[config.mk]
export PLATFORM = sky130hd
export DESIGN_NAME = axiwb_rw_arbiter_flat
export DESIGN_NICKNAME = d
export VERILOG_FILES = /design/src/rtl/axiwb_rw_arbiter_pkg.sv /design/src/rtl/axiwb_rw_arbiter_if.sv /design/src/rtl/wbarb_counter.sv /design/src/rtl/axiwb_rw_arbiter.sv /design/src/flat_wrapper.sv
export SDC_FILE = /design/constraint.sdc
export NUM_CORES = 1
export LEC_CHECK = 0
export BUFFER_PORTS_ARGS = -buffer_cell sky130_fd_sc_hd__buf_2
export CAP_MARGIN = 20
export CORE_AREA = 2 2 89 91
export DETAILED_ROUTE_END_ITERATION = 6
export DIE_AREA = 0 0 91 93
export PLACE_DENSITY = 0.77
export SYNTH_ARGS = -nofsm -noshare
export SYNTH_HDL_FRONTEND = slang
export SYNTH_SLANG_ARGS = --single-unit
[constraint.sdc]
create_clock -name S_AXI_ACLK -period 2.9 [get_ports S_AXI_ACLK]
set_input_delay 0.29 -clock S_AXI_ACLK [delete_from_list [all_inputs] [get_ports S_AXI_ACLK]]
set_output_delay 0.29 -clock S_AXI_ACLK [all_outputs]
set_load 0.05 [all_outputs]
[src/rtl/axiwb_rw_arbiter_pkg.sv]
// Shared definitions for the AXI-to-Wishbone read/write bus arbiter:
// FSM state encoding, owner constants and state-selection helpers.
package axiwb_rw_arbiter_pkg;

    typedef enum logic [2:0] {
        StIdle,
        StOwnRd,
        StOwnWr,
        StDrainRd,
        StDrainWr
    } arb_state_e;

    typedef enum logic {
        OwnerRd = 1'b0,
        OwnerWr = 1'b1
    } owner_e;

    function automatic arb_state_e own_state(input owner_e o);
        return (o == OwnerWr) ? StOwnWr : StOwnRd;
    endfunction

    function automatic arb_state_e drain_state(input owner_e o);
        return (o == OwnerWr) ? StDrainWr : StDrainRd;
    endfunction

    function automatic owner_e other_owner(input owner_e o);
        return (o == OwnerWr) ? OwnerRd : OwnerWr;
    endfunction

endpackage

[src/rtl/axiwb_rw_arbiter_if.sv]
// Signal bundle between the two bridge masters, the arbiter and the shared Wishbone bus.
// The slave modport is the arbiter's view; master is the view of whatever drives it.
interface axiwb_rw_arbiter_if #(
    parameter int unsigned AW = 26,
    parameter int unsigned DW = 32
);
    logic            i_rd_cyc;
    logic            i_rd_stb;
    logic [AW-1:0]   i_rd_addr;
    logic            o_rd_stall;
    logic            o_rd_ack;
    logic            o_rd_err;
    logic [DW-1:0]   o_rd_data;

    logic            i_wr_cyc;
    logic            i_wr_stb;
    logic [AW-1:0]   i_wr_addr;
    logic [DW-1:0]   i_wr_data;
    logic [DW/8-1:0] i_wr_sel;
    logic            o_wr_stall;
    logic            o_wr_ack;
    logic            o_wr_err;

    logic            o_wb_cyc;
    logic            o_wb_stb;
    logic            o_wb_we;
    logic [AW-1:0]   o_wb_addr;
    logic [DW-1:0]   o_wb_data;
    logic [DW/8-1:0] o_wb_sel;
    logic            i_wb_stall;
    logic            i_wb_ack;
    logic            i_wb_err;
    logic [DW-1:0]   i_wb_data;

    modport slave (
        input  i_rd_cyc, i_rd_stb, i_rd_addr,
        output o_rd_stall, o_rd_ack, o_rd_err, o_rd_data,
        input  i_wr_cyc, i_wr_stb, i_wr_addr, i_wr_data, i_wr_sel,
        output o_wr_stall, o_wr_ack, o_wr_err,
        output o_wb_cyc, o_wb_stb, o_wb_we, o_wb_addr, o_wb_data, o_wb_sel,
        input  i_wb_stall, i_wb_ack, i_wb_err, i_wb_data
    );

    modport master (
        output i_rd_cyc, i_rd_stb, i_rd_addr,
        input  o_rd_stall, o_rd_ack, o_rd_err, o_rd_data,
        output i_wr_cyc, i_wr_stb, i_wr_addr, i_wr_data, i_wr_sel,
        input  o_wr_stall, o_wr_ack, o_wr_err,
        input  o_wb_cyc, o_wb_stb, o_wb_we, o_wb_addr, o_wb_data, o_wb_sel,
        output i_wb_stall, i_wb_ack, i_wb_err, i_wb_data
    );

endinterface

[src/rtl/wbarb_counter.sv]
// Up/down outstanding-request counter with synchronous clear, saturation and zero flags.
// A decrement at zero is ignored so stray acknowledgements cannot underflow it.
module wbarb_counter #(
    parameter int unsigned Width    = 6,
    parameter int unsigned MaxCount = 32
) (
    input  logic             clk_i,
    input  logic             rst_ni,
    input  logic             inc_i,
    input  logic             dec_i,
    input  logic             clr_i,
    output logic [Width-1:0] count_o,
    output logic             sat_o,
    output logic             zero_o
);

    localparam logic [Width-1:0] MaxVal = Width'(MaxCount);

    logic [Width-1:0] count_q, count_d;
    logic             dec_eff;

    assign zero_o  = (count_q == '0);
    assign sat_o   = (count_q == MaxVal);
    assign count_o = count_q;
    assign dec_eff = dec_i && !zero_o;

    always_comb begin
        count_d = count_q;
        if (clr_i) begin
            count_d = '0;
        end else if (inc_i && !dec_eff && !sat_o) begin
            count_d = count_q + Width'(1);
        end else if (!inc_i && dec_eff) begin
            count_d = count_q - Width'(1);
        end
    end

    always_ff @(posedge clk_i or negedge rst_ni) begin
        if (!rst_ni) begin
            count_q <= '0;
        end else begin
            count_q <= count_d;
        end
    end

endmodule

[src/rtl/axiwb_rw_arbiter.sv]
// Round-robin arbiter sharing one pipelined Wishbone bus between the read and write bridge
// masters, with a per-tenure strobe limit and ownership handover only once acks have drained.
module axiwb_rw_arbiter
    import axiwb_rw_arbiter_pkg::*;
#(
    parameter int unsigned AW            = 26,
    parameter int unsigned DW            = 32,
    parameter int unsigned LGMAXBURST    = 4,
    parameter int unsigned LGOUTSTANDING = 5
) (
    input  logic              S_AXI_ACLK,
    input  logic              S_AXI_ARESETN,
    axiwb_rw_arbiter_if.slave bus
);

    localparam int unsigned NoutW   = LGOUTSTANDING + 1;
    localparam int unsigned NburstW = LGMAXBURST + 1;
    localparam logic [NburstW-1:0] BurstMax = NburstW'(1 << LGMAXBURST);

    arb_state_e          state_q, state_d;
    owner_e              last_owner_q, last_owner_d;
    logic [NburstW-1:0]  nburst_q, nburst_d;

    logic [NoutW-1:0]    nout;
    logic                nout_max, nout_zero, nout_clr, nout_zero_next;

    logic                has_owner, own_wr, in_drain;
    owner_e              x_owner;
    logic                x_cyc, x_stb, other_cyc, burst_done, stb_acc;
    logic                x_stall, x_ack, x_err;
    logic                wb_stb;
    logic [AW-1:0]       x_addr;
    logic [DW-1:0]       x_data;
    logic [DW/8-1:0]     x_sel;

    // Decode who owns the bus and gather that master's request signals.
    always_comb begin
        has_owner  = (state_q != StIdle);
        own_wr     = (state_q == StOwnWr) || (state_q == StDrainWr);
        in_drain   = (state_q == StDrainRd) || (state_q == StDrainWr);
        x_owner    = own_wr ? OwnerWr : OwnerRd;
        x_cyc      = own_wr ? bus.i_wr_cyc : bus.i_rd_cyc;
        x_stb      = own_wr ? bus.i_wr_stb : bus.i_rd_stb;
        other_cyc  = own_wr ? bus.i_rd_cyc : bus.i_wr_cyc;
        burst_done = other_cyc && (nburst_q == BurstMax);
        x_addr     = own_wr ? bus.i_wr_addr : bus.i_rd_addr;
        x_data     = own_wr ? bus.i_wr_data : '0;
        x_sel      = own_wr ? bus.i_wr_sel : '1;
    end

    // Request/response routing; the burst limit blocks further strobes one cycle before DRAIN.
    always_comb begin
        wb_stb  = 1'b0;
        x_stall = 1'b1;
        x_ack   = 1'b0;
        x_err   = 1'b0;
        if (has_owner) begin
            x_ack = bus.i_wb_ack && x_cyc;
            x_err = bus.i_wb_err && x_cyc;
            if (!in_drain) begin
                wb_stb  = x_cyc && x_stb && !nout_max && !burst_done;
                x_stall = bus.i_wb_stall || nout_max || burst_done;
            end
        end
    end

    assign stb_acc        = wb_stb && !bus.i_wb_stall;
    assign nout_zero_next = nout_zero || ((nout == NoutW'(1)) && bus.i_wb_ack);

    assign bus.o_wb_cyc   = has_owner && x_cyc;
    assign bus.o_wb_stb   = wb_stb;
    assign bus.o_wb_we    = has_owner && own_wr;
    assign bus.o_wb_addr  = x_addr;
    assign bus.o_wb_data  = x_data;
    assign bus.o_wb_sel   = x_sel;
    assign bus.o_rd_data  = bus.i_wb_data;
    assign bus.o_rd_stall = own_wr ? 1'b1 : x_stall;
    assign bus.o_rd_ack   = !own_wr && x_ack;
    assign bus.o_rd_err   = !own_wr && x_err;
    assign bus.o_wr_stall = own_wr ? x_stall : 1'b1;
    assign bus.o_wr_ack   = own_wr && x_ack;
    assign bus.o_wr_err   = own_wr && x_err;

    always_comb begin
        state_d      = state_q;
        last_owner_d = last_owner_q;
        nburst_d     = nburst_q;
        nout_clr     = 1'b0;
        if (stb_acc && (nburst_q != BurstMax)) begin
            nburst_d = nburst_q + NburstW'(1);
        end
        unique case (state_q)
            StIdle: begin
                nburst_d = '0;
                if (bus.i_rd_cyc && bus.i_wr_cyc) begin
                    state_d = own_state(other_owner(last_owner_q));
                end else if (bus.i_rd_cyc) begin
                    state_d = StOwnRd;
                end else if (bus.i_wr_cyc) begin
                    state_d = StOwnWr;
                end
            end
            StOwnRd, StOwnWr: begin
                if (!x_cyc) begin
                    state_d      = StIdle;
                    nout_clr     = 1'b1;
                    last_owner_d = x_owner;
                end else if (!bus.i_wb_err && burst_done) begin
                    state_d = drain_state(x_owner);
                end
            end
            StDrainRd, StDrainWr: begin
                if (!x_cyc) begin
                    state_d      = other_cyc ? own_state(other_owner(x_owner)) : StIdle;
                    nout_clr     = 1'b1;
                    nburst_d     = '0;
                    last_owner_d = x_owner;
                end else if (!bus.i_wb_err) begin
                    // A vanished competitor returns the tenure before any drained handover.
                    if (!other_cyc) begin
                        state_d  = own_state(x_owner);
                        nburst_d = '0;
                    end else if (nout_zero_next) begin
                        state_d      = own_state(other_owner(x_owner));
                        nburst_d     = '0;
                        last_owner_d = x_owner;
                    end
                end
            end
            default: state_d = StIdle;
        endcase
        if (has_owner && bus.i_wb_err) begin
            nout_clr = 1'b1;
        end
    end

    always_ff @(posedge S_AXI_ACLK or negedge S_AXI_ARESETN) begin
        if (!S_AXI_ARESETN) begin
            state_q      <= StIdle;
            last_owner_q <= OwnerWr;
            nburst_q     <= '0;
        end else begin
            state_q      <= state_d;
            last_owner_q <= last_owner_d;
            nburst_q     <= nburst_d;
        end
    end

    wbarb_counter #(
        .Width    (NoutW),
        .MaxCount (1 << LGOUTSTANDING)
    ) u_nout (
        .clk_i   (S_AXI_ACLK),
        .rst_ni  (S_AXI_ARESETN),
        .inc_i   (stb_acc),
        .dec_i   (has_owner && bus.i_wb_ack),
        .clr_i   (nout_clr),
        .count_o (nout),
        .sat_o   (nout_max),
        .zero_o  (nout_zero)
    );

endmodule
[src/flat_wrapper.sv]
// flat-port wrapper written by rule: the top's interface ports become plain ports
module axiwb_rw_arbiter_flat import axiwb_rw_arbiter_pkg::*;
#(
    parameter int unsigned AW            = 26,
    parameter int unsigned DW            = 32,
    parameter int unsigned LGMAXBURST    = 4,
    parameter int unsigned LGOUTSTANDING = 5
)
  (S_AXI_ACLK, S_AXI_ARESETN, bus_i_rd_cyc, bus_i_rd_stb, bus_i_rd_addr, bus_o_rd_stall, bus_o_rd_ack, bus_o_rd_err, bus_o_rd_data, bus_i_wr_cyc, bus_i_wr_stb, bus_i_wr_addr, bus_i_wr_data, bus_i_wr_sel, bus_o_wr_stall, bus_o_wr_ack, bus_o_wr_err, bus_o_wb_cyc, bus_o_wb_stb, bus_o_wb_we, bus_o_wb_addr, bus_o_wb_data, bus_o_wb_sel, bus_i_wb_stall, bus_i_wb_ack, bus_i_wb_err, bus_i_wb_data);
  axiwb_rw_arbiter_if #(.AW(AW), .DW(DW)) bus_i ();
  input  logic S_AXI_ACLK;
  input  logic S_AXI_ARESETN;
  input wire logic [$bits(bus_i.i_rd_cyc)-1:0] bus_i_rd_cyc;
  input wire logic [$bits(bus_i.i_rd_stb)-1:0] bus_i_rd_stb;
  input wire logic [$bits(bus_i.i_rd_addr)-1:0] bus_i_rd_addr;
  output wire logic [$bits(bus_i.o_rd_stall)-1:0] bus_o_rd_stall;
  output wire logic [$bits(bus_i.o_rd_ack)-1:0] bus_o_rd_ack;
  output wire logic [$bits(bus_i.o_rd_err)-1:0] bus_o_rd_err;
  output wire logic [$bits(bus_i.o_rd_data)-1:0] bus_o_rd_data;
  input wire logic [$bits(bus_i.i_wr_cyc)-1:0] bus_i_wr_cyc;
  input wire logic [$bits(bus_i.i_wr_stb)-1:0] bus_i_wr_stb;
  input wire logic [$bits(bus_i.i_wr_addr)-1:0] bus_i_wr_addr;
  input wire logic [$bits(bus_i.i_wr_data)-1:0] bus_i_wr_data;
  input wire logic [$bits(bus_i.i_wr_sel)-1:0] bus_i_wr_sel;
  output wire logic [$bits(bus_i.o_wr_stall)-1:0] bus_o_wr_stall;
  output wire logic [$bits(bus_i.o_wr_ack)-1:0] bus_o_wr_ack;
  output wire logic [$bits(bus_i.o_wr_err)-1:0] bus_o_wr_err;
  output wire logic [$bits(bus_i.o_wb_cyc)-1:0] bus_o_wb_cyc;
  output wire logic [$bits(bus_i.o_wb_stb)-1:0] bus_o_wb_stb;
  output wire logic [$bits(bus_i.o_wb_we)-1:0] bus_o_wb_we;
  output wire logic [$bits(bus_i.o_wb_addr)-1:0] bus_o_wb_addr;
  output wire logic [$bits(bus_i.o_wb_data)-1:0] bus_o_wb_data;
  output wire logic [$bits(bus_i.o_wb_sel)-1:0] bus_o_wb_sel;
  input wire logic [$bits(bus_i.i_wb_stall)-1:0] bus_i_wb_stall;
  input wire logic [$bits(bus_i.i_wb_ack)-1:0] bus_i_wb_ack;
  input wire logic [$bits(bus_i.i_wb_err)-1:0] bus_i_wb_err;
  input wire logic [$bits(bus_i.i_wb_data)-1:0] bus_i_wb_data;
  assign bus_i.i_rd_cyc = bus_i_rd_cyc;
  assign bus_i.i_rd_stb = bus_i_rd_stb;
  assign bus_i.i_rd_addr = bus_i_rd_addr;
  assign bus_o_rd_stall = bus_i.o_rd_stall;
  assign bus_o_rd_ack = bus_i.o_rd_ack;
  assign bus_o_rd_err = bus_i.o_rd_err;
  assign bus_o_rd_data = bus_i.o_rd_data;
  assign bus_i.i_wr_cyc = bus_i_wr_cyc;
  assign bus_i.i_wr_stb = bus_i_wr_stb;
  assign bus_i.i_wr_addr = bus_i_wr_addr;
  assign bus_i.i_wr_data = bus_i_wr_data;
  assign bus_i.i_wr_sel = bus_i_wr_sel;
  assign bus_o_wr_stall = bus_i.o_wr_stall;
  assign bus_o_wr_ack = bus_i.o_wr_ack;
  assign bus_o_wr_err = bus_i.o_wr_err;
  assign bus_o_wb_cyc = bus_i.o_wb_cyc;
  assign bus_o_wb_stb = bus_i.o_wb_stb;
  assign bus_o_wb_we = bus_i.o_wb_we;
  assign bus_o_wb_addr = bus_i.o_wb_addr;
  assign bus_o_wb_data = bus_i.o_wb_data;
  assign bus_o_wb_sel = bus_i.o_wb_sel;
  assign bus_i.i_wb_stall = bus_i_wb_stall;
  assign bus_i.i_wb_ack = bus_i_wb_ack;
  assign bus_i.i_wb_err = bus_i_wb_err;
  assign bus_i.i_wb_data = bus_i_wb_data;
  axiwb_rw_arbiter #(.AW(AW), .DW(DW), .LGMAXBURST(LGMAXBURST), .LGOUTSTANDING(LGOUTSTANDING)) u_core (.S_AXI_ACLK(S_AXI_ACLK), .S_AXI_ARESETN(S_AXI_ARESETN), .bus(bus_i));
endmodule
# ---- Word-level counts from Yosys, hierarchy flattened
# Cells that the tools add are included.
dict set report word_totals {
  regBits 15
  latch_bits 0
  mem_bits_rw 0
  rom_bits 0
  in_bits 129
  output_inout_bits 103
  word_cells 116
  memories 0
}
dict set report classes {
  addsub 3
  mul 0
  n_div 0
  order_cmp 0
  n_eq_ne 15
  n_shift 0
  mux 48
  bitwise_logic 0
  reduce_logical 46
}
# cell count
set op_table {}
lappend op_table {{32-bit two-way mux} 1}
lappend op_table {{3-bit two-way mux} 10}
lappend op_table {{26-bit two-way mux} 1}
lappend op_table {{5-bit two-way mux} 5}
lappend op_table {{1-bit logical AND} 23}
lappend op_table {{1-bit two-way mux} 20}
lappend op_table {{6-bit two-way mux} 3}
lappend op_table {{5-bit case mux with 2 select lines} 1}
lappend op_table {{3-bit != test (second input constant)} 3}
lappend op_table {{3-bit case mux with 3 select lines} 1}
lappend op_table {{1-bit logical NOT} 8}
lappend op_table {{2-bit two-way mux} 4}
lappend op_table {{4-bit by 3-bit != test with 1-bit output (second input constant)} 2}
lappend op_table {{6-bit by 1-bit adder with 6-bit output (second input constant)} 1}
lappend op_table {{3-bit by 2-bit == test with 1-bit output (second input constant)} 2}
lappend op_table {{6-bit by 1-bit == test with 1-bit output (second input constant)} 1}
lappend op_table {{6-bit == test (second input constant)} 1}
lappend op_table {{6-bit logical NOT} 1}
lappend op_table {{3-bit nonzero test} 2}
lappend op_table {{6-bit by 1-bit subtractor with 6-bit output (second input constant)} 1}
lappend op_table {{5-bit by 1-bit adder with 5-bit output (second input constant)} 1}
lappend op_table {{5-bit == test (second input constant)} 1}
lappend op_table {{1-bit logical OR} 5}
lappend op_table {{5-bit != test (second input constant)} 1}
lappend op_table {{other kinds (12)} 13}

# ---- Longest topological paths before layout
# Gate-level depths: netlist (run 1).
dict set report logic_depth {
  word_depth 16
  mapped_depth 8
  depth_no_buf 8
}

# ---- By module
# From an unflattened synthesis (run 1), not the netlist that was laid out.
dict set report unflattened {
  hier_cells 275
  hier_area_um2 2245.9
}
# module instances cells_per_inst area_each_um2 seq_area_each_um2
set modules_own_cells {}
lappend modules_own_cells {axiwb_rw_arbiter 1 224 1756.7 226.5}
lappend modules_own_cells {wbarb_counter 1 51 489.2 150.1}

# ---- Least setup slack after synthesis (run 1)
# OpenSTA, ideal clock, no wires.
dict set report synth_timing {
  path_type {flip-flop to output port}
  startpoint {reg u_core.nburst_q[0]}
  endpoint {out bus_o_wb_stb}
  t_arrival_ns 2.824
  t_required_ns 2.610
  slack_ns -0.214
  stages_incl_launch_ff 7
  path_buffers 0
  cell_sequence {dfrtp_1 > inv_1 > ha_1 > and4bb_2 > a221oi_1 > nor2_1 > nor4b_1}
}
dict set report synth_between {
  elab_chain_len 6
}
# element line_no
set synth_lines {}
lappend synth_lines {{from (decl)} axiwb_rw_arbiter.sv:22} ;# logic [NburstW-1:0] nburst_q, nburst_d;
lappend synth_lines {{from (signal assigned)} axiwb_rw_arbiter.sv:145} ;# nburst_q <= nburst_d;
lappend synth_lines {{5-bit == test} axiwb_rw_arbiter.sv:45} ;# burst_done = other_cyc && (nburst_q == BurstMax);
lappend synth_lines {{1-bit logical AND} axiwb_rw_arbiter.sv:45}
lappend synth_lines {{1-bit logical NOT} axiwb_rw_arbiter.sv:61} ;# wb_stb = x_cyc && x_stb && !nout_max && !burst_done;
lappend synth_lines {{1-bit logical AND} axiwb_rw_arbiter.sv:61}
lappend synth_lines {{1-bit two-way mux} axiwb_rw_arbiter.sv:60} ;# if (!in_drain) begin
lappend synth_lines {{1-bit two-way mux} axiwb_rw_arbiter.sv:57} ;# if (has_owner) begin
lappend synth_lines {{to (decl)} flat_wrapper.sv:29} ;# output wire logic [$bits(bus_i.o_wb_stb)-1:0] bus_o_wb_stb;
# Every way passes these cells.

# ---- Worst setup path in the final report (run 1)
dict set report layout_timing {
  startpoint {reg u_core.u_nout.count_q[0] (netlist: u_core.u_nout.count_o[0])}
  endpoint {out bus_o_rd_stall}
}
dict set report layout_between {
  elab_chain_len 6
}
# element line_no
set layout_lines {}
lappend layout_lines {{from (decl)} wbarb_counter.sv:19} ;# logic [Width-1:0] count_q, count_d;
lappend layout_lines {{from (signal assigned)} wbarb_counter.sv:42} ;# count_q <= count_d;
lappend layout_lines {{6-bit == test} wbarb_counter.sv:23} ;# assign sat_o = (count_q == MaxVal);
lappend layout_lines {{1-bit logical OR (2 in a row)} axiwb_rw_arbiter.sv:62} ;# x_stall = bus.i_wb_stall || nout_max || burst_done;
lappend layout_lines {{1-bit two-way mux} axiwb_rw_arbiter.sv:60}
lappend layout_lines {{1-bit two-way mux} axiwb_rw_arbiter.sv:57}
lappend layout_lines {{1-bit two-way mux} axiwb_rw_arbiter.sv:77} ;# assign bus.o_rd_stall = own_wr ? 1'b1 : x_stall;
lappend layout_lines {{to (decl)} flat_wrapper.sv:16} ;# output wire logic [$bits(bus_i.o_rd_stall)-1:0] bus_o_rd_stall;
# Every way passes these cells.

==> metrics.md, run 1 <==
| Metric | Value |
|---|---|
| Post-Route Skew | 1.08 ps |
| Total number of yosys warnings | 0 |
| Capturing element of the worst setup path | bus_o_rd_stall |
| GRT met2 Usage | 30.2% |
| Clock tree from TritonCTS | yes |
| Kind of critical path | flop to primary output |
| Leading area contributor after synthesis | sky130_fd_sc_hd__nand2_1 |
| Share of post-route cells with drive strength above 1 | 42.4% |
| Status | completed |
| Setup repair after global routing missed its margin | no |
| F_max | 0.379 GHz |
| Setup violators final | 0 |
| GRT Max-Usage Layer | met2 |
| Resized cells post-CTS | 0 |
| DRC errors left | 0 |
| Master cell of the clock root buffer | sky130_fd_sc_hd__clkbuf_8 |
| Antenna violations before repair | 0 |
| Ranking of synthesized cells by area | sky130_fd_sc_hd__nand2_1 16%, sky130_fd_sc_hd__dfrtp_1 15%, sky130_fd_sc_hd__buf_4 12% |
| Diode count | 0 |
| Reg-to-reg startpoint | u_core.u_nout.count_o[0]$_DFFE_PN0P_ |
| Area added between synthesis and finish | 31.8% |
| Effective utilization at floorplan | 30.2% |
| Sort of element at the start of the critical path | flop |
| Worst Max-Slew Pin Slew | 566 ps |
| Height of the die | 93 µm |
| Length in cells of the worst reg-to-reg path | 8 |
| Primary FF master, synth | sky130_fd_sc_hd__dfrtp_1 |
| Pin count of the biggest net entering global routing | 39 |
| Post-Syn Instances | 337 |
| Number of synthesized register bits | 15 |
| Hold Violations, Final | 0 |
| Rel. slew slack | 62.1% |
| Arrival time at the worst endpoint | 2350 ps |
| Share of async-settable or async-resettable flops after synthesis | 100% |
| Global-route usage over all layers | 17.1% |
| Post-DRT Antenna Nets | 0 |
| Final weighted congestion in routability-driven placement | 0.890 |
| Worst r2r dst | u_core.u_nout.count_o[2]$_DFFE_PN0P_ |
| Crit. Startpoint | u_core.u_nout.count_o[0]$_DFFE_PN0P_ |
| Worst R2R Setup Slack | 510 ps |
| CTS buffer count | 3 |
| Number of buffers added on ports | 167 |
| CP max FO | 6 |
| Synthesized netlist net count | 471 |
| Sequential element share of the synthesized area | 16.6% |
| Net count, final | 593 |
| Worst hold path cell count | 3 |
| H-Tree Depth | 1 |
| Final worst-path cycle share | 91.1% |
| Capturing element type of the critical path | primary output |
| Routed via count divided by cell count | 4.93 |
| Top-Level Pins | 232 |
| Synth unique cells | 52 |
| Number of buffers inserted by post-CTS setup repair | 0 |
| Average footprint of a synthesized cell | 6.75 µm² |
| Mean routed wirelength per cell | 14.0 µm |
| First-pass DRT Iterations | 4 |
| Sink count of the clock tree | 15 |
| Die extent in x | 91 µm |
| Max-cap violations | 0 |
| Number of enable flip-flop cells after synthesis | 0 |
| Number of filler instances in the final layout | 839 |
| Total overflow reported by the global router | 0 |
| Core Box Area | 7530 µm² |
| Wire length of the first global-routing pass | 12100 µm |
| Post-Route WL | 7860 µm |
| Worst Hold Class | primary input to flop |
| Slew Limit Fails | 0 |
| Maximum clock insertion buffer count | 2 |
| Floorplan row count | 32 |
| Overall die area | 8460 µm² |
| Clock insertion delay at the later pin of the skew report | 250 ps |
| CTS clk-pin slew, worst paths | 60 ps |
| First-iteration detailed-routing DRC count | 113 |
| Grt met3 use | 4.75% |
| Final critical path time including I/O delays and setup | 2640 ps |
| Mapped Area | 2270 µm² |
| WP data required | 2610 ps |
| HPWL after detailed placement | 6280 µm |
| Total number of vias | 2758 |
| GR Util met1 | 20.3% |
| Fraction of post-synthesis cell area in the top cell type by area | 15.9% |
| Total negative slack for setup checks | 0 ps |
| Vias in the first global route | 2638 |
==> cells by family (layout without fill, tap and decap cells) <==
family	count (synthesis)	in the layout	synth area share (%)
DFF	15	15	16.6
and+or+nand+nor	190	190	42.0
adders and majority gates	5	5	2.75
AOI/OAI and AO/OA	48	48	15.3
xor gates and xnor gates	7	7	2.70
muxes	10	10	4.57
buffers and inverters	62	183	16.1
==> through the flow <==
| step | setup WS [ps] | hold slack (ps) | area [µm²] | util, % | std cells |
|---|---|---|---|---|---|
| floorplan | 375 | -5.59 | 2280 | - | 337 |
| global placement | 629 | 218 | 2940 | 39.1 | 555 |
| detailed placement | 534 | 228 | 2940 | 39.1 | 555 |
| CTS | 243 | 445 | 3000 | 39.8 | 560 |
| global route | 97.2 | 477 | 3000 | 39.8 | 560 |
| finish | 258 | 457 | 3000 | 39.8 | 560 |
==> timing repair <==
item                       4_1_cts  5_1_grt
hold endpoints to repair        14        0
hold buffers                     1        0
setup endpoints to repair        0        0
==> layer usage <==
layer  routed length [µm]  part of all wire (%)
met5                    0                     0
met4                  180                   2.3
met3                  698                   8.9
met2                 3900                    50
met1                 3080                    39
==> how the worst min path moves through the flow <==
stage                  startpoint                            end
floorplan           S_AXI_ARESETN   u_core.nburst_q[0]$_DFF_PN0_
global placement    S_AXI_ARESETN  u_core.state_q[2]$_DFFE_PN0P_
detailed placement  S_AXI_ARESETN   u_core.nburst_q[0]$_DFF_PN0_
CTS                  bus_i_rd_cyc  u_core.state_q[0]$_DFFE_PN0P_
global route         bus_i_rd_cyc  u_core.state_q[0]$_DFFE_PN0P_
finish               bus_i_rd_cyc  u_core.state_q[0]$_DFFE_PN0P_
==> state kept, by name (all words and copies together) (netlist names) <==
name                   flops
u_core.last_owner_q        1
u_core.nburst_q            5
u_core.state_q             3
u_core.u_nout.count_o      6
==> cell usage after synthesis, drive strengths merged (2+ instances only) <==
| library cell | n |
|---|---|
| nor4b | 5 |
| mux2 | 3 |
| nor3 | 7 |
| o221ai | 2 |
| a221o | 2 |
| buf | 38 |
| ha | 5 |
| o21a | 3 |
| o211ai | 3 |
| nor2 | 18 |
| o21ai | 11 |
| inv | 7 |
| nand3 | 6 |
| o21bai | 2 |
| dfrtp | 14 |
| or3 | 5 |
| nand3b | 3 |
| nand2b | 5 |
| mux2i | 7 |
| xnor2 | 6 |
| and3 | 38 |
| clkbuf | 17 |
| a211oi | 2 |
| a21oi | 13 |
| nand2 | 97 |
==> cell type report <==
type | count | area, µm² | share of cell area (%)
Tap cell | 102 | 128 | 4.26
Inverter | 7 | 26.3 | 0.877
Timing Repair Buffer | 172 | 876 | 29.2
Sequential cell | 15 | 377 | 12.6
Multi-Input combinational cell | 260 | 1550 | 51.6
Clock buffer | 4 | 45.0 | 1.50
==> layout by cell type, fill, tap and decap left out, types with 2 or more instances in the layout <==
cell | netlist | routed
sky130_fd_sc_hd__nor2_1 | 17 | 17
sky130_fd_sc_hd__mux2_2 | 3 | 3
sky130_fd_sc_hd__o221ai_1 | 2 | 2
sky130_fd_sc_hd__a221o_1 | 2 | 2
sky130_fd_sc_hd__a211oi_1 | 2 | 2
sky130_fd_sc_hd__buf_4 | 35 | 4
sky130_fd_sc_hd__nor3_1 | 6 | 6
sky130_fd_sc_hd__inv_1 | 6 | 6
sky130_fd_sc_hd__buf_2 | 1 | 167
sky130_fd_sc_hd__a21oi_1 | 13 | 13
sky130_fd_sc_hd__o21ai_1 | 2 | 2
sky130_fd_sc_hd__o21bai_1 | 2 | 2
sky130_fd_sc_hd__xnor2_1 | 6 | 6
sky130_fd_sc_hd__o211ai_1 | 2 | 2
sky130_fd_sc_hd__nor4b_2 | 4 | 5
sky130_fd_sc_hd__ha_1 | 5 | 5
sky130_fd_sc_hd__or3_1 | 5 | 5
sky130_fd_sc_hd__clkbuf_8 | 0 | 3
sky130_fd_sc_hd__nand3_1 | 6 | 6
sky130_fd_sc_hd__nand3b_1 | 3 | 3
sky130_fd_sc_hd__o21ai_0 | 9 | 9
sky130_fd_sc_hd__and3_1 | 38 | 38
sky130_fd_sc_hd__nand2_1 | 96 | 96
sky130_fd_sc_hd__nand2b_1 | 5 | 5
sky130_fd_sc_hd__o21a_1 | 3 | 3
sky130_fd_sc_hd__dfrtp_1 | 14 | 14
sky130_fd_sc_hd__mux2i_1 | 7 | 7
==> worst max-delay path, cell delays in order, from the launching register on <==
cell and delay, ps:
sky130_fd_sc_hd__dfrtp_1 440, sky130_fd_sc_hd__inv_1 100, sky130_fd_sc_hd__ha_1 270, sky130_fd_sc_hd__nor4b_2 210, sky130_fd_sc_hd__a2111oi_4 440, sky130_fd_sc_hd__o211a_1 340, sky130_fd_sc_hd__nand2_1 80, sky130_fd_sc_hd__buf_2 220
Power of run 1 is left out: the tool's default activity adds up to more than one toggle a clock period on the data nets, which glitch-free logic cannot reach.
==> inputs of run 2 (changes only) <==
Settings changed: CAP_MARGIN 20 to unset, PLACE_DENSITY 0.77 to 0.79.
Clock period 2.9 ns to 2.15 ns, I/O delays scaled along.
==> metrics.md, run 2 (synthesis results as in run 1) <==
| Metric | Value |
|---|---|
| Status | finished, violations left |
| Failing checks | setup timing |
| Flip-flop count of the largest register after layout | 6 |
| Vias in the first global route | 2536 |
| Number of buffers added on ports | 167 |
| First-iteration detailed-routing DRC count | 208 |
| CTS buffer count | 3 |
| Setup repair after global routing missed its margin | yes |
| Capturing element type of the critical path | primary output |
| Worst hold start | bus_i_rd_cyc |
| Overall die area | 8460 µm² |
| Post-Route Skew | 2.29 ps |
| Hold Violations, Final | 0 |
| Wire length of the first global-routing pass | 12000 µm |
| WP data required | 1930 ps |
| Total overflow reported by the global router | 0 |
| Kind of critical path | flop to primary output |
| Post-Route WL | 8460 µm |
| Met2 Routed Length | 4150 µm |
| Effective utilization at floorplan | 30.2% |
| Slew Limit Fails | 0 |
| Leading cell types in the layout, fill and taps excluded | 163 x sky130_fd_sc_hd__buf_2, 95 x sky130_fd_sc_hd__nand2_1, 38 x sky130_fd_sc_hd__and3_1 |
| Total number of vias | 2960 |
| Crit. Startpoint | u_core.nburst_q[0]$_DFF_PN0_ |
| Layout Cell Area excl Fill | 3390 µm² |
| Final worst-path cycle share | 103% |
| Maximum clock insertion buffer count | 2 |
| Cell total after placement | 564 |
| Pin count of the biggest net entering global routing | 39 |
| Clock insertion delay at the later pin of the skew report | 260 ps |
| HPWL after detailed placement | 6090 µm |
| CP max FO | 6 |
| Final critical path time including I/O delays and setup | 2210 ps |
| Final weighted congestion in routability-driven placement | 0.914 |
| Top layer used by detailed routing | met4 |
| Worst Hold Class | primary input to flop |
| CTS clk-pin slew, worst paths | 70 ps |
| Diode count | 0 |
| Setup violators final | 4 |
| Floorplan row count | 32 |
| Height of the die | 93 µm |
| Reg-to-reg startpoint | u_core.u_nout.count_o[1]$_DFFE_PN0P_ |
| Antenna violations before repair | 0 |
| Max-cap violations | 0 |
| Post-DRT Antenna Nets | 0 |
| Rel. slew slack | 67.7% |
| Worst setup timing slack at the placement stage | -20.6 ps |
| Global-route usage over all layers | 17.0% |
| Net count, final | 616 |
| Leading cell type in the layout, fill and taps excluded | sky130_fd_sc_hd__buf_2 |
| Share of the core filled with cells in the final layout | 45.0% |
| Post-route setup slack | -62.3 ps |
| Number of filler instances in the final layout | 761 |
| Dpl cell area | 3020 µm² |
| DRC errors left | 0 |
| Wire length on met1 | 3320 µm |
| F_max | 0.452 GHz |
| Top-Level Pins | 232 |
| Clock tree from TritonCTS | yes |
| Routed via count divided by cell count | 5.08 |
| Die extent in x | 91 µm |
| H-Tree Depth | 1 |
| Number of cells in the finished layout apart from fillers | 583 |
| Share of post-route cells with drive strength above 1 | 49.5% |
| Worst Max-Slew Pin Slew | 483 ps |
| Sink count of the clock tree | 15 |
| Master cell of the clock root buffer | sky130_fd_sc_hd__clkbuf_8 |
| Arrival time at the worst endpoint | 2000 ps |
| First-pass DRT Iterations | 6 |
| Mean routed wirelength per cell | 14.5 µm |
| Sort of element at the start of the critical path | flop |
| Met3 wire length | 737 µm |
| Area added between synthesis and finish | 49.0% |
| Core Box Area | 7530 µm² |
==> run 2: final timing paths <==
path | slack, ps | depth (start not counted) | end
max | -60 | 7 | bus_o_wb_stb
min | 390 | 3 | u_core.state_q[0]$_DFFE_PN0P_
max reg2reg | -20 | 9 | u_core.u_nout.count_o[2]$_DFFE_PN0P_
min reg2reg | 500 | 2 | u_core.last_owner_q$_DFFE_PN1P_
max in group asynchronous | 1440 | 2 | u_core.last_owner_q$_DFFE_PN1P_
min in group asynchronous | 400 | 2 | u_core.u_nout.count_o[3]$_DFFE_PN0P_
==> run 2: layer usage <==
layer  track usage [%]  vias up
li1                  -     1409
met1              21.9     1344
met2              28.8      178
met3              2.50       29
met4              6.44        0
met5                 0        -
==> run 2: what timing repair did <==
action,4_1_cts,5_1_grt
hold buffers,1,0
buffers inserted,4,9
hold endpoints to repair,14,0
gates resized for setup,16,28
gates cloned,0,1
setup endpoints to repair,24,38
pin swaps,8,13
==> run 2: per-stage QoR <==
step / TNS (ps) / hold WS, ps
6_report: -112 / 392
5_1_grt: -1020 / 430
4_1_cts: -296 / 372
3_5_place_dp: -53.7 / 153
3_3_place_gp: 0 / 150
2_1_floorplan: -211 / -80.6
==> run 2: final cells by class <==
type,instances,area [µm²],area share [%]
clock buffers,4,45.0,1.33
inverters,7,31.3,0.924
multi-input cells,261,1730,51.1
flip-flops and latches,15,379,11.2
well taps,102,128,3.77
repair buffers,194,1070,31.7
==> run 2: worst max-delay path, cell delays in order, from the launching register on <==
cell and delay (ps):
sky130_fd_sc_hd__dfrtp_1 350, sky130_fd_sc_hd__inv_1 50, sky130_fd_sc_hd__ha_2 160, sky130_fd_sc_hd__and4bb_4 240, sky130_fd_sc_hd__a221oi_4 280, sky130_fd_sc_hd__nor2_1 90, sky130_fd_sc_hd__nor4b_2 290, sky130_fd_sc_hd__buf_4 260
Power of run 2 is left out for the same reason.
